[src/rtl/pipeline_hazard_unit.sv]
// Central hazard/stall controller: operand bypass, load-use detection, branch shadow and per-stage control.
// Optional HAZARD_PERF_EN adds saturating stall / flush / branch-bubble performance counters.
module pipeline_hazard_unit #(
    parameter int NUM_STAGES      = 5,
    parameter int BYPASS_DEPTH    = 2,
    parameter int RESOLVE_STAGE   = 2,
    parameter int STALL_ON_BRANCH = 1,
    parameter int REG_ADDR_W      = 5,
    parameter int DATA_W          = 32
) (
    input  logic                           clk,
    input  logic                           rst,
    input  logic [REG_ADDR_W-1:0]          src1Addr,
    input  logic [REG_ADDR_W-1:0]          src2Addr,
    input  logic                           src1Used,
    input  logic                           src2Used,
    input  logic [DATA_W-1:0]              rfSrc1Data,
    input  logic [DATA_W-1:0]              rfSrc2Data,
    input  logic [BYPASS_DEPTH-1:0]        fwdValid,
    input  logic [BYPASS_DEPTH*REG_ADDR_W-1:0] fwdAddr,
    input  logic [BYPASS_DEPTH*DATA_W-1:0] fwdData,
    input  logic [BYPASS_DEPTH-1:0]        fwdReady,
    input  logic                           fetchIsBranch,
    input  logic                           fetchPredTaken,
    input  logic                           resolveValid,
    input  logic                           resolveTaken,
    input  logic                           resolvePredTaken,
    input  logic [DATA_W-1:0]              resolveTarget,
    input  logic [DATA_W-1:0]              resolveFallthru,
    output logic [2*NUM_STAGES-1:0]        stageCtrl,
    output logic                           redirectValid,
    output logic [DATA_W-1:0]              redirectPc,
    output logic [DATA_W-1:0]              bypassedSrc1,
    output logic [DATA_W-1:0]              bypassedSrc2,
    output logic                           dataHazard
`ifdef HAZARD_PERF_EN
    ,
    output logic [31:0]                    perfStallCycles,
    output logic [31:0]                    perfFlushEvents,
    output logic [31:0]                    perfBranchBubbles
`endif
);

    typedef enum logic [1:0] {
        CTRL_NORMAL = 2'b00,
        CTRL_STALL  = 2'b01,
        CTRL_FLUSH  = 2'b10
    } ctrl_e;

    logic                     src1_hit, src1_ready;
    logic                     src2_hit, src2_ready;
    logic                     miss;
    logic                     new_branch;
    logic                     branch_hazard;
    logic [RESOLVE_STAGE-1:0] shadow_q, shadow_d;

    // Scan from the oldest producer down so the youngest matching one is left in place.
    always_comb begin
        src1_hit     = 1'b0;
        src1_ready   = 1'b1;
        bypassedSrc1 = rfSrc1Data;
        src2_hit     = 1'b0;
        src2_ready   = 1'b1;
        bypassedSrc2 = rfSrc2Data;
        for (int i = BYPASS_DEPTH - 1; i >= 0; i--) begin
            if (fwdValid[i] && (fwdAddr[i*REG_ADDR_W +: REG_ADDR_W] == src1Addr) && (src1Addr != '0)) begin
                src1_hit     = 1'b1;
                src1_ready   = fwdReady[i];
                bypassedSrc1 = fwdData[i*DATA_W +: DATA_W];
            end
            if (fwdValid[i] && (fwdAddr[i*REG_ADDR_W +: REG_ADDR_W] == src2Addr) && (src2Addr != '0)) begin
                src2_hit     = 1'b1;
                src2_ready   = fwdReady[i];
                bypassedSrc2 = fwdData[i*DATA_W +: DATA_W];
            end
        end
    end

    assign dataHazard    = (src1Used && src1_hit && !src1_ready) || (src2Used && src2_hit && !src2_ready);
    assign miss          = resolveValid && (resolveTaken != resolvePredTaken);
    assign redirectPc    = resolveTaken ? resolveTarget : resolveFallthru;
    assign new_branch    = fetchIsBranch && !fetchPredTaken;
    assign branch_hazard = (|shadow_q) && (STALL_ON_BRANCH != 0);

    // Shadow bits age toward the resolve stage; a held decode stage freezes their age.
    always_comb begin
        shadow_d = shadow_q;
        if (miss) begin
            shadow_d = '0;
        end else if (!dataHazard) begin
            shadow_d = (shadow_q << 1) | RESOLVE_STAGE'(new_branch);
        end
    end

    always_ff @(posedge clk) begin
        if (rst) begin
            shadow_q <= '0;
        end else begin
            shadow_q <= shadow_d;
        end
    end

    always_comb begin
        stageCtrl     = '0;
        redirectValid = 1'b0;
        if (rst) begin
            for (int i = 0; i < NUM_STAGES; i++) begin
                stageCtrl[2*i +: 2] = CTRL_FLUSH;
            end
        end else if (miss) begin
            redirectValid = 1'b1;
            for (int i = 0; i < RESOLVE_STAGE; i++) begin
                stageCtrl[2*i +: 2] = CTRL_FLUSH;
            end
        end else if (dataHazard) begin
            stageCtrl[1:0] = CTRL_STALL;
            stageCtrl[3:2] = CTRL_FLUSH;
        end else if (branch_hazard) begin
            stageCtrl[1:0] = CTRL_FLUSH;
        end else begin
            stageCtrl[1:0] = CTRL_NORMAL;
        end
    end

`ifdef HAZARD_PERF_EN
    logic [31:0] perf_stall_q, perf_stall_d;
    logic [31:0] perf_flush_q, perf_flush_d;
    logic [31:0] perf_bubble_q, perf_bubble_d;

    // Counters stick at all-ones instead of wrapping.
    always_comb begin
        perf_stall_d  = perf_stall_q;
        perf_flush_d  = perf_flush_q;
        perf_bubble_d = perf_bubble_q;
        if (dataHazard && (perf_stall_q != '1)) begin
            perf_stall_d = perf_stall_q + 32'd1;
        end
        if (miss && (perf_flush_q != '1)) begin
            perf_flush_d = perf_flush_q + 32'd1;
        end
        if (branch_hazard && (perf_bubble_q != '1)) begin
            perf_bubble_d = perf_bubble_q + 32'd1;
        end
    end

    always_ff @(posedge clk) begin
        if (rst) begin
            perf_stall_q  <= '0;
            perf_flush_q  <= '0;
            perf_bubble_q <= '0;
        end else begin
            perf_stall_q  <= perf_stall_d;
            perf_flush_q  <= perf_flush_d;
            perf_bubble_q <= perf_bubble_d;
        end
    end

    assign perfStallCycles   = perf_stall_q;
    assign perfFlushEvents   = perf_flush_q;
    assign perfBranchBubbles = perf_bubble_q;
`endif

endmodule

[config.mk]
export PLATFORM = sky130hd
export DESIGN_NAME = pipeline_hazard_unit
export DESIGN_NICKNAME = d
export VERILOG_FILES = /design/src/rtl/pipeline_hazard_unit.sv
export SDC_FILE = /design/constraint.sdc
export NUM_CORES = 1
export LEC_CHECK = 0
export ABC_AREA = 1
export BUFFER_PORTS_ARGS = -buffer_cell sky130_fd_sc_hd__clkbuf_2
export CAP_MARGIN = 40
export CORE_AREA = 2 2 130 132
export CTS_BUF_LIST = sky130_fd_sc_hd__clkbuf_8 sky130_fd_sc_hd__clkbuf_16
export CTS_CLUSTER_SIZE = 20
export DETAILED_ROUTE_END_ITERATION = 8
export DIE_AREA = 0 0 132 134
export GPL_ROUTABILITY_DRIVEN = 0
export PLACE_DENSITY = 0.55
export SLEW_MARGIN = 20
export SYNTH_ARGS = -nofsm -noshare
export SYNTH_HDL_FRONTEND = slang
export SYNTH_SLANG_ARGS = --single-unit
[constraint.sdc]
create_clock -name clk -period 1.95 [get_ports clk]
set_input_delay 0.0975 -clock clk [delete_from_list [all_inputs] [get_ports clk]]
set_output_delay 0.0975 -clock clk [all_outputs]
set_load 0.05 [all_outputs]
==> results, run 1 <==
- CTS built an H-tree with a depth of 1.
- The net total in the final layout is 989.
- The post-DP HPWL is 10800 um.
- Leaving out fill and tap cells, the most frequent cell in the layout is sky130_fd_sc_hd__clkbuf_2.
- STA classifies the critical path startpoint as an input pin.
- The adder-cell share of the synthesized area is 0.
- On the worst path, the slowest cell contributes a delay of 0.29 ns.
- Dividing total power by cell area gives a power density of 368 nW/um^2.
- The most numerous cell type found on the critical path is sky130_fd_sc_hd__clkbuf_2.
- The number of global-route vias before repair is 3849.
- The number of setup buffers added after CTS is 0.
- The width of the die is 132 um.
- The count of vias placed by the detailed router is 4010.
- The library cells used most frequently in the layout, excluding fill and tap cells, are sky130_fd_sc_hd__clkbuf_2 (321), sky130_fd_sc_hd__inv_1 (89), sky130_fd_sc_hd__nand2_1 (86), sky130_fd_sc_hd__o211ai_2 (64), sky130_fd_sc_hd__o21ai_1 (52).
- The critical path goes through clkbuf_2 -> inv_1 -> a21oi_1 -> nand2_1 -> nor2_2 -> and2_4 -> buf_12 -> o211ai_2 -> o21ai_1 -> clkbuf_2.
- The total iterations of the first detailed-routing run is 4.
- For this block, the routed nets add up to 12100 um of wire.
- TritonCTS built the clock tree.
- The share of synthesized flip-flops with an asynchronous set or reset is 0.
- The sum of overflow across all layers after global routing is 0.
- Yosys mapped a number of flops with a built-in enable equal to 0.
- The clock root buffer is sky130_fd_sc_hd__clkbuf_16.
- The ratio of routed vias to standard cells is 4.08.
- The post-synthesis xor/xnor area fraction is 0.0143.
- The number of remaining DRC errors is 0.
- The count of buffers added on input and output ports is 328.
- The number of distinct library cell variants in the gate-level netlist after synthesis is 26.
- The number of antenna violations at the first check in global routing is 1.
- Timing would allow up to 592 MHz.
- The tool flagged a number of max-cap violations equal to 0.
- The overall die area is 17700 sq um.
- The deepest clock path buffer count is 2.
- Of the available clock period, the critical path in the final layout requires 0.866.
- The sum of buffers and inverters on the critical path is 4.
- For this run, the leading register cell type out of synthesis is sky130_fd_sc_hd__dfxtp_1.
- CTS saw 2 sinks.
- For this design the static power due to leakage is 2.88 nW.
- After synthesis, the share of cell area in mux cells is 0.118.
- The register with the most flip-flops in the layout has 2 of them.
- In the global route stage, overall resource usage came out at 0.127.
- The average detailed-routed wire length per instance is 12.3 um.
- The max-slew violation count is 0.
- The run finished with clean final reports.
- The total area inside the core boundary comes to 16300 sq um.
- Power comes to 0.00184 W.
- The clock reaches the later pin of the worst-skew pair after 0.22 ns.
- The family with the most delay on the worst path is buffers and inverters.
- The setup-violating endpoint count in the final report is 0.
- The smallest clock period supported by the final layout is computed as 1.69 ns.
- The residual antenna-violating net count after detailed routing is 0.
- The effective utilization at floorplan is 0.188.
- For this run, the register share of the synthesized area comes to 0.0131.
- The synthesized design contains 2 register bits.
- The vertical die dimension is 134 um.
- In the final layout, the registers with the most flip-flops are shadow_q: 2 flops.
- Counting every instance in the synthesized netlist gives 456.
- Hold repair after CTS inserted 0 buffers.
- The global-route wire length before repair is 18600 um.
- Setup repair after global routing left no endpoint under its margin.
- The critical path is of the in -> out type.
- The register with the highest flop count is shadow_q.
- Relative to the synthesized area, the layout overhead comes to 63.1%.
- Of the cells placed in the final design, the portion with a size suffix greater than 1 is 0.647.
- The final count of hold timing violations was 0.
- The initial detailed-routing violation count is 91.
- Data on the critical path is required at its endpoint by 1.85 ns.
- The library cell contributing the largest single delay on the critical path is sky130_fd_sc_hd__clkbuf_2.
- After clock tree synthesis, the clock-pin slew on the worst setup and hold paths is 0.03 ns.
- The number of placement rows is 47.
- Summed over all failing endpoints, the final setup total negative slack is 0 ns.
- The number of CTS-inserted buffers is 3.
- The arrival time of the worst setup path is 1.59 ns.
- Averaged over all synthesized cells, the footprint is 6.72 sq um.
- The worst clock skew on the final layout is 0.00148 ns.
- The area of the mapped netlist is 3060 sq um.
- In this run the worst path has a maximum fanout of 44.
- By area, the combinational part of the netlist is dominated by compound AO/OA/AOI/OAI gates.
- The synthesized-area fraction occupied by ao, oa, aoi and oai cells is 0.401.
- Of the total synthesized cell area, the portion taken by AND, OR, NAND and NOR gates is 0.217.
- 333 I/O pins were placed.
- Yosys printed 0 warnings.
- Gates resized during post-CTS repair numbered 0.
- Entering global routing, the biggest net connects 45 pins.
- VDD sags by at most 0.323 mV.
- The min-delay analysis places its worst path in the category in -> reg.
- The worst setup path is captured at an output port.
==> synthesized netlist by cell type (3+ instances only) <==
cell,instances,share of area
sky130_fd_sc_hd__a21oi_1,4,0.0065
sky130_fd_sc_hd__buf_12,6,0.039
sky130_fd_sc_hd__buf_2,6,0.0098
sky130_fd_sc_hd__buf_4,15,0.037
sky130_fd_sc_hd__buf_6,6,0.022
sky130_fd_sc_hd__clkbuf_1,4,0.0049
sky130_fd_sc_hd__inv_1,89,0.11
sky130_fd_sc_hd__inv_2,4,0.0049
sky130_fd_sc_hd__mux2_2,32,0.12
sky130_fd_sc_hd__nand2_1,88,0.11
sky130_fd_sc_hd__nand2_2,28,0.057
sky130_fd_sc_hd__nand3_1,9,0.015
sky130_fd_sc_hd__nor2_1,13,0.016
sky130_fd_sc_hd__nor2_2,3,0.0061
sky130_fd_sc_hd__o211ai_2,64,0.26
sky130_fd_sc_hd__o21ai_1,52,0.085
sky130_fd_sc_hd__o21ai_2,15,0.043
sky130_fd_sc_hd__xnor2_1,5,0.014
==> layer usage <==
metal,global-route usage,part of all wire,vias up
met5,0,0,-
met2,0.256,0.53,179
li1,-,-,2103
met3,0.0208,0.070,6
met1,0.141,0.39,1722
met4,0.0181,0.010,0
==> cell type report <==
cell class / instances / area [sq um]
clock buffers: 3 / 75.1
inverters: 93 / 349
flip-flops and latches: 2 / 40.0
well taps: 220 / 275
multi-input cells: 325 / 2330
fillers: 1820 / 11300
repair buffers: 339 / 1930
diodes: 1 / 2.50
==> power by group <==
group,internal [W],switching (W),leakage (nW)
combinational,0.000508,0.000985,2.82
sequential,0.0000426,0.000000784,0.0163
clock,0.000261,0.0000445,0.0370
==> tightest hold or removal path: cells and delay by family <==
kind | cells | cell delay [ns]
buffers and inverters | 1 | 0.08
AND/OR/NAND/NOR | 3 | 0.16
==> path summary, 6_finish.rpt <==
path	start	to	slack [ns]	depth (start not counted)
worst max-delay path	src2Addr[3]	bypassedSrc2[18]	0.26	10
worst min-delay path	fetchPredTaken	shadow_q[0]	0.17	4
worst max register to register	shadow_q[0]	shadow_q[1]	1.38	2
worst min register to register	shadow_q[1]	shadow_q[1]	0.47	2
==> metrics by stage <==
| step | utilization | setup slack, ns | std cells | instance area [sq um] | hold WS, ns |
|---|---|---|---|---|---|
| after CTS | 0.307 | 0.265 | 982 | 4990 | 0.180 |
| after global routing | 0.307 | 0.105 | 983 | 5000 | 0.200 |
| final | 0.307 | 0.261 | 983 | 5000 | 0.174 |
| after global placement | 0.302 | 0.277 | 979 | 4920 | 0.400 |
| after floorplan | - | 0.0171 | 459 | 3080 | 0.280 |
| after detailed placement | 0.302 | 0.268 | 979 | 4920 | 0.407 |
==> logic make-up (layout without fill, tap and decap cells) <==
| kind of cell | Yosys count | count (layout) |
|---|---|---|
| other | 1 | 5 |
| multiplexers | 32 | 32 |
| AND/OR/NAND/NOR | 147 | 147 |
| flip-flops | 2 | 2 |
| XOR/XNOR | 5 | 5 |
| AO/OA/AOI/OAI | 137 | 137 |
| buffers and inverters | 132 | 435 |
Power figures use the tool's default switching activity.
==> run 2: changes to the inputs <==
--- a/config.mk
+++ b/config.mk
@@ -6,15 +6,15 @@
 export NUM_CORES = 1
 export LEC_CHECK = 0
 export ABC_AREA = 1
-export BUFFER_PORTS_ARGS = -buffer_cell sky130_fd_sc_hd__clkbuf_2
 export CAP_MARGIN = 40
-export CORE_AREA = 2 2 130 132
+export CORE_AREA = 2 2 128 130
 export CTS_BUF_LIST = sky130_fd_sc_hd__clkbuf_8 sky130_fd_sc_hd__clkbuf_16
 export CTS_CLUSTER_SIZE = 20
 export DETAILED_ROUTE_END_ITERATION = 8
-export DIE_AREA = 0 0 132 134
+export DIE_AREA = 0 0 130 132
+export DONT_BUFFER_PORTS = 1
 export GPL_ROUTABILITY_DRIVEN = 0
-export PLACE_DENSITY = 0.55
+export PLACE_DENSITY = 0.38
 export SLEW_MARGIN = 20
 export SYNTH_ARGS = -nofsm -noshare
 export SYNTH_HDL_FRONTEND = slang
==> run 2 against run 1 <==
Against the previous run:
- die area is 3.0% lower
- sequential share of layout area is 0.26 points higher
- register-to-register slack hardly changed
- total power is 14% lower
- clock skew is 0.00077 ns lower
- critical path depth is 1 lower
==> results, run 2 (synthesis results as in run 1) <==
- The core region is 15700 sq um.
- Summed over all cells, the static leakage comes to 1.81 nW.
- The type of the most critical hold path is in -> reg.
- The maximum vdd drop is 0.202 mV.
- The relative area change from synthesis to final layout is 22.6%.
- The worst clock skew on the final layout is 0.000700 ns.
- The number of clock sinks seen by CTS is 2.
- The pin count of the biggest net entering global routing is 49.
- The number of flip-flops under the largest register name is 2.
- The number of placement rows is 46.
- The total detailed-routing wirelength is 11400 um.
- The effective utilization at floorplan is 0.195.
- Input and output buffers added on the ports amount to 0.
- The later pin in the worst-skew pair is clocked with a latency of 0.22 ns.
- The flow ran to the end, and the final reports show no timing, DRC or antenna violations.
- The ratio of routed vias to standard cells is 4.47.
- Buffers added to address setup during post-CTS repair amount to 0.
- At the end of the flow, the number of nets in the layout was 732.
- Along the worst path, the maximum fanout reaches 25.
- The final worst slack is 0.355 ns.
- The required time reported for the critical path endpoint is 1.85 ns.
- The number of global-route vias before repair was 3095.
- TritonCTS built the clock tree.
- The deepest clock path buffer count is 2.
- In this run the clock root is driven by a sky130_fd_sc_hd__clkbuf_16.
- The final cell count without fillers is 723.
- Setup repair after global routing left no endpoint under its margin.
- The arrival time of the worst setup path is 1.50 ns.
- In this run the number of H-tree levels came out at 1.
- The power density over the cells is 421 nW/um^2.
- Dividing the final minimum period by the clock period gives 0.818.
- The total iterations of the first detailed-routing run is 4.
- For this run, the total global-route usage over all layers was measured as 0.118.
- The routed layout has 3229 vias.
- Setup violations remaining at the end of the flow were counted as 0.
- The first global-routing pass estimated 16000 um of wire.
- Counting tap cells, the placed design contains a total of 718 instances.
- The worst setup path is launched from an input pin.
- The library cells used most frequently in the layout, excluding fill and tap cells, are sky130_fd_sc_hd__inv_1 (89), sky130_fd_sc_hd__nand2_1 (86), sky130_fd_sc_hd__buf_4 (76), sky130_fd_sc_hd__o211ai_2 (64), sky130_fd_sc_hd__o21ai_1 (52).
- After layout, the minimum clock period comes to 1.60 ns.
- The detailed router finished its first iteration with 85 violations.
- The die is 130 um wide.
- The register-to-register setup slack is 1.37 ns.
- Counting the buffers created by CTS gives 3.
- The library cell used most frequently in the layout, excluding fill and tap cells, is sky130_fd_sc_hd__inv_1.
- Pin placement for this block handled 333 I/O pins.
- The final count of hold timing violations is 0.
- The completed layout was analyzed and its total power is 0.00158 W.
- Across the run, the number of max-cap violations was 0.
- The vertical die dimension is 132 um.
- In the final layout, the share of cells above drive strength 1 is 0.467.
- Before CTS, the worst setup slack after placement is 0.303 ns.
- The residual antenna-violating net count after detailed routing is 0.
- After clock tree synthesis, the clock-pin slew on the worst setup and hold paths is 0.03 ns.
- The count of cells resized by post-cts repair is 0.
- The number of antenna violations at the first check in global routing is 2.
- The register with the highest flop count is shadow_q.
- The max-slew violation count came to 0.
- The largest registers in the layout are shadow_q: 2 flops.
- The post-DP HPWL is 10300 um.
- The critical path is of the in -> out type.
- The overall die area is 17200 sq um.
- The post-cts hold buffer count is 0.
- In the final timing run, aggregate negative setup slack is 0 ns.
- The highest attainable clock frequency is 627 MHz.
- The average detailed-routed wire length per instance is 15.8 um.
- The kind of capture point of the worst setup path is an output port.
- The sum of overflow across all layers after global routing is 0.
- After detailed routing, the number of remaining DRC violations is 0.
==> run 2: changes by cell type in the layout (fill, tap and decap cells not counted) <==
cell / delta
sky130_fd_sc_hd__buf_12: -9
sky130_fd_sc_hd__diode_2: +1
sky130_fd_sc_hd__clkbuf_2: -321
sky130_fd_sc_hd__buf_4: +73
==> run 2: worst paths after layout <==
path / from / endpoint / cells past startpoint
worst max-delay path: fwdAddr[9] / bypassedSrc2[0] / 9
worst min-delay path: fetchPredTaken / shadow_q[0] / 3
worst max register to register: shadow_q[0] / shadow_q[1] / 2
worst min register to register: shadow_q[1] / shadow_q[1] / 2
==> run 2: power breakdown <==
group | switching, W | internal (W) | leakage, nW
logic | 0.000862 | 0.000365 | 1.76
clock network | 0.0000496 | 0.000261 | 0.0370
registers | 0.000000855 | 0.0000426 | 0.0163
==> run 2: layout make-up <==
type | count | area [sq um]
fill | 1786 | 12000
multi-input combinational | 325 | 2330
timing repair buffer | 82 | 691
inverter | 93 | 349
tap | 216 | 270
clock buffer | 3 | 75.1
sequential | 2 | 40.0
antenna | 2 | 5.00
==> run 2: critical path, cell delays in order <==
cell	delay (ns)
sky130_fd_sc_hd__xnor2_1	0.18
sky130_fd_sc_hd__nand2_1	0.10
sky130_fd_sc_hd__nor2_2	0.10
sky130_fd_sc_hd__and2_4	0.34
sky130_fd_sc_hd__buf_12	0.24
sky130_fd_sc_hd__nand2_1	0.08
sky130_fd_sc_hd__o211ai_2	0.06
sky130_fd_sc_hd__o21ai_1	0.08
sky130_fd_sc_hd__buf_4	0.19
==> run 2: per-stage QoR <==
step | hold WS [ns] | cell area [sq um] | util
finish | 0.0904 | 3760 | 0.239
global route | 0.126 | 3760 | 0.239
CTS | 0.0979 | 3750 | 0.239
detailed placement | 0.205 | 3680 | 0.234
global placement | 0.205 | 3680 | 0.234
floorplan | 0.280 | 3080 | -
==> run 2: layer usage <==
| metal | GRT usage | share of wire |
|---|---|---|
| met1 | 0.108 | 0.33 |
| met3 | 0.0308 | 0.10 |
| met5 | 0 | 0 |
| met4 | 0.0323 | 0.023 |
| met2 | 0.244 | 0.54 |
==> run 3: changes to the inputs <==
--- a/config.mk
+++ b/config.mk
@@ -5,16 +5,16 @@
 export SDC_FILE = /design/constraint.sdc
 export NUM_CORES = 1
 export LEC_CHECK = 0
-export ABC_AREA = 1
+export ABC_AREA = 0
 export CAP_MARGIN = 40
-export CORE_AREA = 2 2 128 130
+export CORE_AREA = 2 2 130 132
 export CTS_BUF_LIST = sky130_fd_sc_hd__clkbuf_8 sky130_fd_sc_hd__clkbuf_16
 export CTS_CLUSTER_SIZE = 20
 export DETAILED_ROUTE_END_ITERATION = 8
-export DIE_AREA = 0 0 130 132
+export DIE_AREA = 0 0 132 134
 export DONT_BUFFER_PORTS = 1
 export GPL_ROUTABILITY_DRIVEN = 0
-export PLACE_DENSITY = 0.38
+export PLACE_DENSITY = 0.33
 export SLEW_MARGIN = 20
 export SYNTH_ARGS = -nofsm -noshare
 export SYNTH_HDL_FRONTEND = slang
==> constraint.sdc (replaced) <==
create_clock -name clk -period 1.3 [get_ports clk]
set_input_delay 0.065 -clock clk [delete_from_list [all_inputs] [get_ports clk]]
set_output_delay 0.065 -clock clk [all_outputs]
set_load 0.05 [all_outputs]
==> run 3 against run 2 <==
Against the previous run:
- the flow now finishes with violations (setup timing)
- highest routed layer unchanged
- critical path depth stayed put
- total power is 85% higher
- largest power group unchanged
- non-clock buffer count is 29 higher
- critical endpoint is now bypassedSrc1[31]
- register-to-register slack worse by 0.66 ns
- clock-buffer cell count stayed put
==> results, run 3 <==
- Of all nets on the critical path, the largest fanout is 8.
- TritonCTS built the clock tree.
- The final layout contains routed wiring with a total length of 12800 um.
- The setup-violating endpoint count in the final report is 70.
- The primary flip-flop cell chosen by synthesis mapping is sky130_fd_sc_hd__dfxtp_1.
- The largest registers in the layout are shadow_q: 2 flops.
- The maximum vdd drop is 0.476 mV.
- For this run, asynchronously set or reset flops after synthesis account for 0.
- In this run the power density over the cells is 540 nW/um^2.
- The relative area change from synthesis to final layout is 146%.
- The latest clock arrival within the worst-skew pair is 0.22 ns.
- The net total in the final layout is 628.
- The number of clock sinks seen by CTS is 2.
- shadow_q holds more flip-flops than any other register.
- In this run the worst hold path is classified as in -> reg.
- The number of antenna violations at the first check in global routing was 0.
- The average detailed-routed wire length per instance is 20.5 um.
- The floorplan step defined a die boundary enclosing 17700 sq um.
- The initial utilization of the core area, before any placement, comes to 0.135.
- Port buffering added 0 buffers.
- The flop and latch count out of synthesis is 2.
- For the worst setup path, the data required time is 1.24 ns.
- The vertical die dimension is 134 um.
- Setup repair after global routing could not meet its margin everywhere.
- Dividing the detail-routed via count by the number of cells gives 4.47.
- The worst clock skew on the final layout is 0.00150 ns.
- For this run, the number of Yosys warnings is 0.
- In this run the horizontal extent of the chip is 132 um.
- Of the post-synthesis cell area, the dominant cell type holds 0.300.
- The run finished, with violations left.
- The checks that failed: setup timing.
- The clock root buffer is sky130_fd_sc_hd__clkbuf_16.
- By instance count, the leading cell after synthesis is sky130_fd_sc_hd__nand2_1.
- Across every metal layer, demand over resource in global routing totals 0.136.
- After synthesis, the cell types taking the most area are sky130_fd_sc_hd__mux2i_1 (30%), sky130_fd_sc_hd__mux2_2 (16%), sky130_fd_sc_hd__o21ai_1 (15%).
- Each instance of the synthesized netlist takes up on average 6.95 sq um.
- The share of the core filled with cells is 0.333.
- The tool flagged a number of max-cap violations equal to 0.
- The number of global-route vias before repair came to 3026.
- In this run, distinct cell masters in the synthesized netlist total 31.
- In the post-route analysis, the smallest setup slack over all paths is -0.513 ns.
- 333 I/O pins were placed.
- For this design the total switching power over the nets is 0.00142 W.
- The register area share after synthesis is 0.0182.
- The core area is 16300 sq um.
- The leading area contributor after synthesis is sky130_fd_sc_hd__mux2i_1.
- STA classifies the critical path endpoint as an output port.
- By startpoint and endpoint, the worst setup path is classified as in -> out.
- The max-slew violation count is 0.
- The first global-routing pass estimated 18400 um of wire.
- Data on the critical path arrives at its endpoint at 1.75 ns.
- The clock-pin slew reported for the worst setup and hold paths after clock tree synthesis is 0.03 ns.
- Synthesis handed over a netlist of 317 instances.
- Of the total power, combinational logic draws 0.823.
- Counting flops with a built-in enable in the synthesized netlist gives 0.
- The internal power consumption is 0.00150 W.
- The commonest cells after synthesis are sky130_fd_sc_hd__nand2_1 (68), sky130_fd_sc_hd__mux2i_1 (66), sky130_fd_sc_hd__o21ai_1 (65).
- Entering global routing, the biggest net connects 34 pins.
- The initial detailed-routing violation count is 41.
- The total power after layout is 0.00293 W.
- The fraction of layout cells with a size suffix above 1 is 0.721.
- Counting I/O delays and the setup requirement, the final critical path takes 1.81 ns.
- The number of remaining DRC errors is 0.
- CTS built an H-tree with a depth of 1.
- No sink is reached through more buffers than the 2 on the longest clock path.
- The number of CTS-inserted buffers is 3.
- The final count of hold timing violations came to 0.
- The total iterations of the first detailed-routing run is 4.
- The count of vias placed by the detailed router is 2783.
- The sum of overflow across all layers after global routing is 0.
- The share of total power dissipated in the clock network is 0.155.
- Summed over all cells, the static leakage comes to 1.84 nW.
- The fraction of power spent switching nets is 0.486.
- In the layout the commonest cells are sky130_fd_sc_hd__buf_12 (74), sky130_fd_sc_hd__nand2_1 (64), sky130_fd_sc_hd__o21ai_4 (63), sky130_fd_sc_hd__mux2i_2 (50), sky130_fd_sc_hd__mux2_2 (32).
- In this run the core area contains 47 standard-cell rows.
- The type of element launching the critical path is an input pin.
- Of the available clock period, the critical path in the final layout requires 1.39.
- The highest attainable clock frequency is 552 MHz.
- In this run the cell area of the synthesized design comes to 2200 sq um.
- The leading cell type in the layout, fill and taps excluded is sky130_fd_sc_hd__buf_12.
- Once detailed placement completed, the half-perimeter wirelength came to 10600 um.
- The share of total power dissipated in sequential elements is 0.022.
- The detail route stage leaves a number of antenna-violating nets equal to 0.
- The register with the most flip-flops in the layout has 2 of them.
-- run 3: per-stage QoR --
stage / instances / setup TNS (ns) / area, sq um / setup WS, ns / hold WS (ns)
finish: 622 / -31.51 / 5430 / -0.513 / 0.0672
CTS: 620 / -32.20 / 5350 / -0.536 / 0.0773
detailed placement: 606 / -37.02 / 4750 / -0.578 / 0.131
floorplan: 320 / -31.79 / 3050 / -0.572 / 0.233
global placement: 606 / -37.29 / 4750 / -0.611 / 0.131
global route: 621 / -35.25 / 5420 / -0.568 / 0.0707
-- run 3: power groups by stage --
stage          clock (W)  sequential [W]  combinational (W)
3_5_place_dp           0       0.0000657            0.00230
2_1_floorplan          0       0.0000656            0.00152
3_3_place_gp           0       0.0000657            0.00230
5_1_grt         0.000478       0.0000654            0.00248
4_1_cts         0.000464       0.0000650            0.00242
6_report        0.000455       0.0000650            0.00241
-- run 3: kinds of logic (layout without fill, tap and decap cells) --
logic type | after synthesis | in the layout | synth area share
XOR/XNOR | 19 | 19 | 0.0755
flip-flops | 2 | 2 | 0.0182
AO/OA/AOI/OAI | 74 | 74 | 0.183
other | 1 | 5 | 0.00170
buffers and inverters | 37 | 118 | 0.0903
AND/OR/NAND/NOR | 86 | 86 | 0.168
multiplexers | 98 | 98 | 0.463
-- run 3: area by class of cell --
class                      instances  area [sq um]
sequential                         2          40.0
timing repair buffer             111          1920
tap                              220           275
fill                            1628         10900
inverter                           4          22.5
antenna                            1          2.50
multi-input combinational        281          3090
clock buffer                       3          75.1
-- run 3: path summary, 6_finish.rpt --
path	startpoint	to	slack, ns	depth (start not counted)
worst min-delay path	fetchIsBranch	shadow_q[0]	0.07	2
worst max-delay path	src1Addr[2]	bypassedSrc1[31]	-0.51	9
worst max register to register	shadow_q[0]	shadow_q[1]	0.71	2
worst min register to register	shadow_q[1]	shadow_q[1]	0.47	2
-- run 3: timing repair --
item / 4_1_cts / 5_1_grt
pin swaps: 11 / 4
setup endpoints to repair: 70 / 70
setup buffers: 7 / 0
hold buffers: 0 / 0
gates cloned: 5 / 1
resized for setup: 85 / 7
-- run 3: routing by layer --
layer	global-route usage	part of all wire	vias up
li1	-	-	1282
met1	0.137	0.32	1283
met2	0.271	0.57	206
met3	0.0359	0.096	12
met4	0.0399	0.019	0
met5	0	0	-
-- run 3: worst max-delay path, cell delays in order --
cell,delay [ns]
sky130_fd_sc_hd__or4_4,0.53
sky130_fd_sc_hd__nor2_4,0.11
sky130_fd_sc_hd__buf_6,0.10
sky130_fd_sc_hd__nor4_4,0.04
sky130_fd_sc_hd__and2_4,0.20
sky130_fd_sc_hd__buf_12,0.17
sky130_fd_sc_hd__mux2i_4,0.19
sky130_fd_sc_hd__o21ai_4,0.17
sky130_fd_sc_hd__buf_12,0.15
